==> src/rtl/seq_det_pkg.sv <==
// Shared defaults, one-hot state encoding and clamp helper for the serial pattern detector.
package seq_det_pkg;

  localparam int unsigned PAT_W_DEF = 8;
  localparam int unsigned CNT_W_DEF = 8;
  localparam int unsigned TO_W_DEF  = 16;

  localparam logic [4:0] ST_IDLE = 5'b00001;
  localparam logic [4:0] ST_LOAD = 5'b00010;
  localparam logic [4:0] ST_RUN  = 5'b00100;
  localparam logic [4:0] ST_DONE = 5'b01000;
  localparam logic [4:0] ST_TOUT = 5'b10000;

  typedef enum logic [4:0] {
    S_IDLE = ST_IDLE,
    S_LOAD = ST_LOAD,
    S_RUN  = ST_RUN,
    S_DONE = ST_DONE,
    S_TOUT = ST_TOUT
  } state_e;

  function automatic int unsigned clamp_range(input int unsigned v,
                                              input int unsigned lo,
                                              input int unsigned hi);
    if (v < lo) return lo;
    if (v > hi) return hi;
    return v;
  endfunction

endpackage

==> src/rtl/pat_match_eng.sv <==
// Shift-register match engine: samples one serial bit per enabled cycle and flags a
// masked pattern match on the value the register is about to take.
module pat_match_eng
  import seq_det_pkg::*;
#(
  parameter int unsigned PAT_W = PAT_W_DEF,
  parameter int unsigned LEN_W = $clog2(PAT_W + 1)
) (
  input  logic             clk,
  input  logic             rst_n,
  input  logic             clr,
  input  logic             en,
  input  logic             data,
  input  logic [PAT_W-1:0] pattern,
  input  logic [LEN_W-1:0] len,
  output logic             hit
);

  logic [PAT_W-1:0] r_sh;
  logic [LEN_W-1:0] r_fill;
  logic [PAT_W-1:0] w_sh_nxt;
  logic [PAT_W-1:0] w_mask;
  logic             w_filled;

  always_comb begin
    w_sh_nxt = {r_sh[PAT_W-2:0], data};
    w_mask   = '0;
    for (int i = 0; i < int'(PAT_W); i++) begin
      w_mask[i] = (i < int'(len));
    end
    w_filled = ({1'b0, r_fill} + (LEN_W+1)'(1)) >= {1'b0, len};
  end

  // Combinational so the controller can register the pulse at the same edge the bit lands.
  assign hit = en && w_filled && (((w_sh_nxt ^ pattern) & w_mask) == '0);

  always_ff @(posedge clk or negedge rst_n) begin
    if (!rst_n) begin
      r_sh   <= '0;
      r_fill <= '0;
    end else if (clr) begin
      r_sh   <= '0;
      r_fill <= '0;
    end else if (en) begin
      r_sh <= w_sh_nxt;
      if (r_fill != LEN_W'(PAT_W)) r_fill <= r_fill + LEN_W'(1);
    end
  end

endmodule

==> src/rtl/seq_det_ctrl.sv <==
// Run controller for the serial pattern detector: latches config, arms the match engine,
// counts overlapping matches and ends each run with a done or timeout pulse.
module seq_det_ctrl
  import seq_det_pkg::*;
#(
  parameter int unsigned PAT_W = PAT_W_DEF,
  parameter int unsigned CNT_W = CNT_W_DEF,
  parameter int unsigned TO_W  = TO_W_DEF
) (
  input  logic                         clk,
  input  logic                         rst_n,
  input  logic                         start,
  input  logic                         stop,
  input  logic [PAT_W-1:0]             cfg_pattern,
  input  logic [$clog2(PAT_W+1)-1:0]   cfg_len,
  input  logic [CNT_W-1:0]             cfg_target,
  input  logic [TO_W-1:0]              cfg_timeout,
  input  logic                         data,
  output logic                         busy,
  output logic                         match_pulse,
  output logic [CNT_W-1:0]             match_cnt,
  output logic                         done,
  output logic                         timeout
);

  localparam int unsigned LEN_W = $clog2(PAT_W + 1);

  state_e           r_state;
  logic [PAT_W-1:0] r_pat;
  logic [LEN_W-1:0] r_len;
  logic [CNT_W-1:0] r_target;
  logic [CNT_W-1:0] r_match_cnt;
  logic [TO_W-1:0]  r_to;
  logic [TO_W-1:0]  r_run_cnt;
  logic             r_busy;
  logic             r_match_pulse;
  logic             r_done;
  logic             r_tout;

  logic             w_hit;
  logic [CNT_W-1:0] w_cnt_nxt;
  logic [TO_W-1:0]  w_run_nxt;
  logic             w_tgt_hit;
  logic             w_to_hit;

  pat_match_eng #(.PAT_W(PAT_W), .LEN_W(LEN_W)) u_eng (
    .clk     (clk),
    .rst_n   (rst_n),
    .clr     (r_state == S_LOAD),
    .en      (r_state == S_RUN),
    .data    (data),
    .pattern (r_pat),
    .len     (r_len),
    .hit     (w_hit)
  );

  assign w_cnt_nxt = r_match_cnt + CNT_W'(1);
  assign w_run_nxt = r_run_cnt + TO_W'(1);
  assign w_tgt_hit = w_hit && (w_cnt_nxt == r_target);
  assign w_to_hit  = (r_to != '0) && (w_run_nxt == r_to);

  // Control FSM; stop outranks target, target outranks timeout.
  always_ff @(posedge clk or negedge rst_n) begin
    if (!rst_n) begin
      r_state       <= S_IDLE;
      r_pat         <= '0;
      r_len         <= '0;
      r_target      <= '0;
      r_to          <= '0;
      r_run_cnt     <= '0;
      r_match_cnt   <= '0;
      r_busy        <= 1'b0;
      r_match_pulse <= 1'b0;
      r_done        <= 1'b0;
      r_tout        <= 1'b0;
    end else begin
      r_match_pulse <= 1'b0;
      r_done        <= 1'b0;
      r_tout        <= 1'b0;
      case (r_state)
        S_IDLE: begin
          if (start) begin
            r_state <= S_LOAD;
            r_busy  <= 1'b1;
          end
        end
        S_LOAD: begin
          r_pat       <= cfg_pattern;
          r_len       <= LEN_W'(clamp_range(32'(cfg_len), 1, PAT_W));
          r_target    <= CNT_W'(clamp_range(32'(cfg_target), 1, 32'hFFFF_FFFF));
          r_to        <= cfg_timeout;
          r_run_cnt   <= '0;
          r_match_cnt <= '0;
          if (stop) begin
            r_state <= S_IDLE;
            r_busy  <= 1'b0;
          end else begin
            r_state <= S_RUN;
          end
        end
        S_RUN: begin
          if (stop) begin
            r_state <= S_IDLE;
            r_busy  <= 1'b0;
          end else begin
            r_run_cnt <= w_run_nxt;
            if (w_hit) begin
              r_match_pulse <= 1'b1;
              r_match_cnt   <= w_cnt_nxt;
            end
            if (w_tgt_hit) begin
              r_state <= S_DONE;
              r_done  <= 1'b1;
            end else if (w_to_hit) begin
              r_state <= S_TOUT;
              r_tout  <= 1'b1;
            end
          end
        end
        S_DONE, S_TOUT: begin
          r_state <= S_IDLE;
          r_busy  <= 1'b0;
        end
        default: begin
          r_state <= S_IDLE;
          r_busy  <= 1'b0;
        end
      endcase
    end
  end

  assign busy        = r_busy;
  assign match_pulse = r_match_pulse;
  assign match_cnt   = r_match_cnt;
  assign done        = r_done;
  assign timeout     = r_tout;

endmodule

==> config.mk <==
export PLATFORM = sky130hd
export DESIGN_NAME = seq_det_ctrl
export DESIGN_NICKNAME = d
export VERILOG_FILES = /design/src/rtl/seq_det_pkg.sv /design/src/rtl/pat_match_eng.sv /design/src/rtl/seq_det_ctrl.sv
export SDC_FILE = /design/constraint.sdc
export NUM_CORES = 1
export LEC_CHECK = 0
export BUFFER_PORTS_ARGS = -buffer_cell sky130_fd_sc_hd__buf_4
export CORE_MARGIN = 2
export CORE_UTILIZATION = 63
export CTS_CLUSTER_SIZE = 16
export DETAILED_ROUTE_END_ITERATION = 10
export HOLD_SLACK_MARGIN = 0.06
export PLACE_DENSITY = 0.85
export SETUP_SLACK_MARGIN = 0.1
export SYNTH_ARGS = -nofsm -noshare
export SYNTH_HDL_FRONTEND = slang
export SYNTH_SLANG_ARGS = --single-unit
==> constraint.sdc <==
create_clock -name clk -period 6.3 [get_ports clk]
set_input_delay 0.63 -clock clk [delete_from_list [all_inputs] [get_ports clk]]
set_output_delay 0.63 -clock clk [all_outputs]
set_load 0.02 [all_outputs]
# Word level (Yosys, flattened, before mapping)
# Index checks and enable logic that the tools add are counted.
# classes
n_eq_ne	11
n_reduce_logical	14
mux	42
addsub	4
n_lt_le_gt_ge	12
n_bitwise	2
# op_table
operator	n
case mux 16 bit (2 select lines)	1
2-to-1 mux 4 bit	6
2-to-1 mux 8 bit	3
2-to-1 mux 1 bit	21
2-to-1 mux 5 bit	4
adder 16 x 1 -> 16 bit, second input constant	1
equality test 16 bit	1
less-than comparator 3 x 4 -> 1 bit, first input constant	4
2-to-1 mux 16 bit	1
case mux 8 bit (2 select lines)	1
nonzero test 16 bit	1
case mux 5 bit (3 select lines)	1
2-to-1 mux 7 bit	2
adder 8 x 1 -> 8 bit, second input constant	1
bitwise AND 8 bit	1
equality test 8 bit	1
zero test 8 bit	1
less-than comparator 1 x 4 -> 1 bit, first input constant	2
less-than comparator 2 x 4 -> 1 bit, first input constant	2
less-than comparator 8 x 1 -> 1 bit, second input constant	1
!= test 4 bit, second input constant	2
AND reduction 2 bit	4
bitwise XOR 8 bit	1
!= test 2 bit, second input constant	3
15 further kinds	19
# totals
elab_cells	98
reg_bits	80

# Logic depth before layout (Yosys ltp)
# logic_depth
ltp_word	8
depth_mapped	10

# Hierarchy
# Synthesis repeated with hierarchy kept, for this count alone.
# unflattened
hier_cells	491
area_unflattened_um2	4315.4
# modules_own_cells
module	seq_area_each_um2	area_each_um2	cells_each	n_inst
seq_det_ctrl	1727.9	3557.2	411	1
pat_match_eng	275.3	758.2	80	1

# Least setup slack after synthesis
# Ideal clock, no wire load.
# synth_timing
kind	register to register
from	register r_run_cnt[0]
to	register r_state[2]
path_stages_with_launch	10
t_arrival_ns	2.823
setup_time_ns	0.132
slack_ns	3.345
period_less_slack_ns	2.955
required_time_ns	6.168
cell_sequence	dfrtp_1 ha_1 nand3_2 or3_1 buf_2 xnor2_1 or4_1 or4_1 or4_4 o2bb2ai_1
# synth_via
elab_chain_len	5
# synth_rtl
item	line	text
start, declared	seq_det_ctrl.sv:34	logic [TO_W-1:0] r_run_cnt;
start signal, assigned	seq_det_ctrl.sv:106	r_run_cnt <= w_run_nxt;
adder 16 x 1 -> 16 bit	seq_det_ctrl.sv:58	assign w_run_nxt = r_run_cnt + TO_W'(1);
equality test 16 bit	seq_det_ctrl.sv:60	assign w_to_hit = (r_to != '0) && (w_run_nxt == r_to);
logical AND 1 bit	seq_det_ctrl.sv:60	
!= test 4 bit (no line)	-	
AND reduction 2 bit (no line)	-	
end signal, assigned	seq_det_ctrl.sv:65	r_state <= S_IDLE;
end signal, assigned	seq_det_ctrl.sv:83	r_state <= S_LOAD;
end signal, assigned	seq_det_ctrl.sv:95	r_state <= S_IDLE;
end, declared	seq_det_ctrl.sv:28	state_e r_state;
# Every way passes these cells.
# A chain may end at the register's enable or synchronous reset.

# Final worst setup path
# layout_timing
from	register r_state[1]
to	register r_match_cnt[5], in the netlist match_cnt[5]
# layout_via
elab_chain_len	5
# layout_rtl
item	line	text
equality test 5 x 3 -> 1 bit	seq_det_ctrl.sv:50, seq_det_ctrl.sv:80	
logical AND 1 bit (2 in series)	pat_match_eng.sv:35	assign hit = en && w_filled && (((w_sh_nxt ^ pattern) & w_mask) == '0);
!= test 2 bit (no line)	-	
AND reduction 3 bit (no line)	-	
end signal, assigned	seq_det_ctrl.sv:109	r_match_cnt <= w_cnt_nxt;
end, declared	seq_det_ctrl.sv:32	logic [CNT_W-1:0] r_match_cnt;
# Several ways; a longest one is shown, not always the timed one.

==> impl_summary.md <==
Floorplan
For this design the top-level I/O count stands at 53. The number of placement rows is 30. The floorplan step set the die width to 87.1 um.

The floorplan step set the die height to 87.1 um. After floorplanning, the core was sized to cover 0.00676 mm^2. The die covers ~0.0076 mm^2. For this configuration, the core starts out at a cell density of 64.5%.

Power and ir drop
Dividing total power by cell area gives a power density of 328 mW/mm^2. VDD sags by at most 222 uV. The power after layout is approximately 0.0016 W.

In this run the static leakage power is around 2.3 nW.

Critical path
Walking the worst path, the cells encountered are nor4_1, and2_1, nand2b_1, nor3_1, nand2b_1, o21ai_0. The most common cell type on the critical path is nand2b_1. The endpoint class of the critical path is a flip-flop. Counting both buffers and inverters, the worst setup path holds a total of 0. For this run, the slowest stage of the critical path takes roughly 1.1 ns. Along the worst path, the maximum fanout reaches 25. The cell type group with the largest total delay on the critical path is simple AND/OR/NAND/NOR gates. Data on the critical path arrives at its endpoint at roughly 3.6 ns. The worst setup path is launched from a flip-flop.

The slowest stage of the critical path is the nor3_1 cell. For the worst setup path, the data required time is roughly 6.5 ns. The kind of critical path is reg2reg.

Synth
The number of storage elements in the synthesis netlist is 80. The count of different cell masters after synthesis is 52. The number of warning messages in the yosys log is 0.

The post-synth net total is 560. Averaged over all synthesized cells, the footprint is 8.52 um^2. The share of synthesized flip-flops with an asynchronous set or reset is 100%. Counting every instance in the synthesized netlist gives 511. The synthesized design contains 0 enable-type register cells. The post-synth design cell area is 0.00436 mm^2.

The leading register cell type out of synthesis is dfrtp_1. The share of the Yosys chip area taken by registers is between 40% and 50%.

Global route
The global-route wire length before repair is between 15000 and 20000 um. Entering global routing, the biggest net connects slightly above 80 pins. For this run the aggregate overflow at the end of global routing stands at 0.

The number of global-route vias before repair is 3660. Global routing consumed, over all layers together, 28.3% of the routing resources. The number of antenna violations at the first check in global routing came to 0.

Timing
The worst pin sits at a relative slew slack of about a fifth. In the finished design, the share of the clock period the worst path needs comes to 53.8%. Adding up every negative setup slack in the final design gives 0 ns.

The number of failing hold endpoints at the final stage is 0. The worst path needs 3.39 ns of the cycle, external delays included. Setup violations remaining at the end of the flow were counted as 0.

Derived from the worst setup path, the maximum achievable clock frequency is 295 MHz. Clock skew on the completed layout was measured at 0.00740 ns. At the pin with the least slew margin, the transition time is 1.17 ns. Setup repair after global routing left no endpoint under its margin. The count of pins over their slew limit is 0.

Route
Before antenna repair, the detailed router went through 5 iterations. In this run, the number of DRC markers left after iteration 0 of detailed routing was 246. The final routed wire length divided by cell count is 15.7 um.

Dividing the detail-routed via count by the number of cells gives 5.94. The detailed-route wire length is 10000 um. For this block, the via count after detailed routing is 3798. The number of antenna-violating nets in the routed design is 0. After detailed routing, the number of remaining DRC violations is 0.

Final layout
The number of nets in the layout is 603. The number of antenna diodes is 0. Compared with the post-synthesis result, the final layout area differs by 13.5%. The post-route netlist has roughly 14% of its cells at a drive strength greater than 1.

Outcome
The run finished with clean final reports.

Clock tree
The CTS tree is built. In this run the number of H-tree levels came out at 3. The CTS clock-pin slew for the worst setup and hold paths is approximately 0.08 ns.

Clock tree synthesis selected as its root buffer the cell clkbuf_8. The worst-case clock buffer depth is 2. In this run the post-CTS setup repair buffer count came out at 0. The clock buffer count from CTS is 9. The number of hold buffers added after CTS is 0. At the later pin of the worst-skew pair, clock insertion delay measures 0.36 ns. The number of gates resized after CTS was 0.

The TritonCTS sink count is 80.

Flow run
The number of max-cap violations is 0.

Place
The congestion estimate from routability-driven global placement came to 0.969. The half-perimeter wire length of the detailed placement result is 7000 um. The number of I/O port buffers is 52.

Min path
The worst min-delay path category is in2async.
-- synthesized netlist by cell type (2+ instances only) --
cell type,n,area share (%)
a21oi_1,22,2.5
a31oi_1,3,0.43
and2_1,9,1.3
buf_2,3,0.34
clkbuf_1,17,1.5
clkbuf_2,2,0.23
dfrtp_1,79,45
ha_1,8,2.3
inv_1,13,1.1
mux2i_1,5,1.1
nand2_1,138,12
nand2b_1,5,0.72
nand3_1,19,2.2
nand3b_1,6,1.0
nand4_1,5,0.72
nor2_1,27,2.3
nor3_1,12,1.4
nor4_1,13,1.9
o21ai_0,42,4.8
o22ai_1,2,0.29
o31ai_1,9,1.6
or4_1,2,0.34
xnor2_1,22,4.4
xor2_1,20,4.0
-- power breakdown --
part           switching, W  internal (W)  leakage, nW
Clock              0.000195      0.000144       0.0789
Sequential         0.000144      0.000646         1.05
Combinational      0.000265      0.000226         1.16
-- cell usage in the layout, fill, tap and decap left out, types with 12 or more instances in the layout --
master,netlist,routed
nor4_1,13,13
xnor2_1,22,22
nand3_1,19,19
dfrtp_1,79,79
nor3_1,12,12
o21ai_0,42,42
inv_1,13,13
xor2_1,20,20
buf_4,0,54
nand2_1,138,138
a21oi_1,22,22
nor2_1,27,27
-- cells by family (layout without fill, tap and decap cells) --
kind of cell	count (synthesis)	count (layout)	share of synthesized area (%)
simple gates	250	250	26.8
fa+ha+maj	8	8	2.30
buf+inv	35	83	3.16
mux	5	5	1.15
xor+xnor	42	42	8.45
compound gates	91	91	12.2
flops	80	80	46.0
-- layout make-up --
type / count / area (um^2)
inverters: 13 / 48.8
well taps: 80 / 100
repair buffers: 54 / 405
fillers: 532 / 1810
multi-input cells: 396 / 2210
clock inverters: 6 / 45.0
clock buffers: 10 / 128
flip-flops and latches: 80 / 2000
-- state kept, by name, indices dropped and copies added (netlist names) --
register and flops:
r_to 16, match_cnt 8, busy 1, r_run_cnt 16
r_target 8, u_eng.r_fill 4, u_eng.r_sh 7, done 1
r_len 4, r_state 5, timeout 1, match_pulse 1
r_pat 8
-- through the flow --
step	std cells	utilization, %	setup slack (ns)	hold slack (ns)	instance area, um^2
2_1_floorplan	511	-	3.35	0.334	4360
3_3_place_gp	623	70.6	3.12	0.479	4770
3_5_place_dp	623	70.6	2.93	0.483	4770
4_1_cts	639	73.2	2.94	0.449	4940
5_1_grt	639	73.2	2.54	0.459	4940
6_report	639	73.2	2.91	0.417	4940
-- routing by layer --
layer	vias to the layer above	global-route usage [%]	wire length, um
met5	-	0	0
met2	110	46.0	5030
met4	0	11.2	150
li1	1828	-	-
met3	17	6.45	504
met1	1843	36.9	4350
-- final timing paths --
| kind | to | slack, ns | start | depth (start not counted) |
|---|---|---|---|---|
| setup / recovery | match_cnt[5]$_DFFE_PN0P_ | 2.91 | r_state[1]$_DFFE_PN0P_ | 6 |
| setup reg to reg | match_cnt[5]$_DFFE_PN0P_ | 2.91 | r_state[1]$_DFFE_PN0P_ | 6 |
| max in group asynchronous | r_run_cnt[15]$_DFFE_PN0P_ | 5.20 | rst_n | 1 |
| hold reg to reg | r_pat[3]$_DFFE_PN0P_ | 0.50 | r_pat[3]$_DFFE_PN0P_ | 2 |
| min in group clk | r_to[8]$_DFFE_PN0P_ | 0.46 | cfg_timeout[8] | 3 |
| hold / removal | r_run_cnt[7]$_DFFE_PN0P_ | 0.42 | rst_n | 1 |
Power figures use the tool's default switching activity.
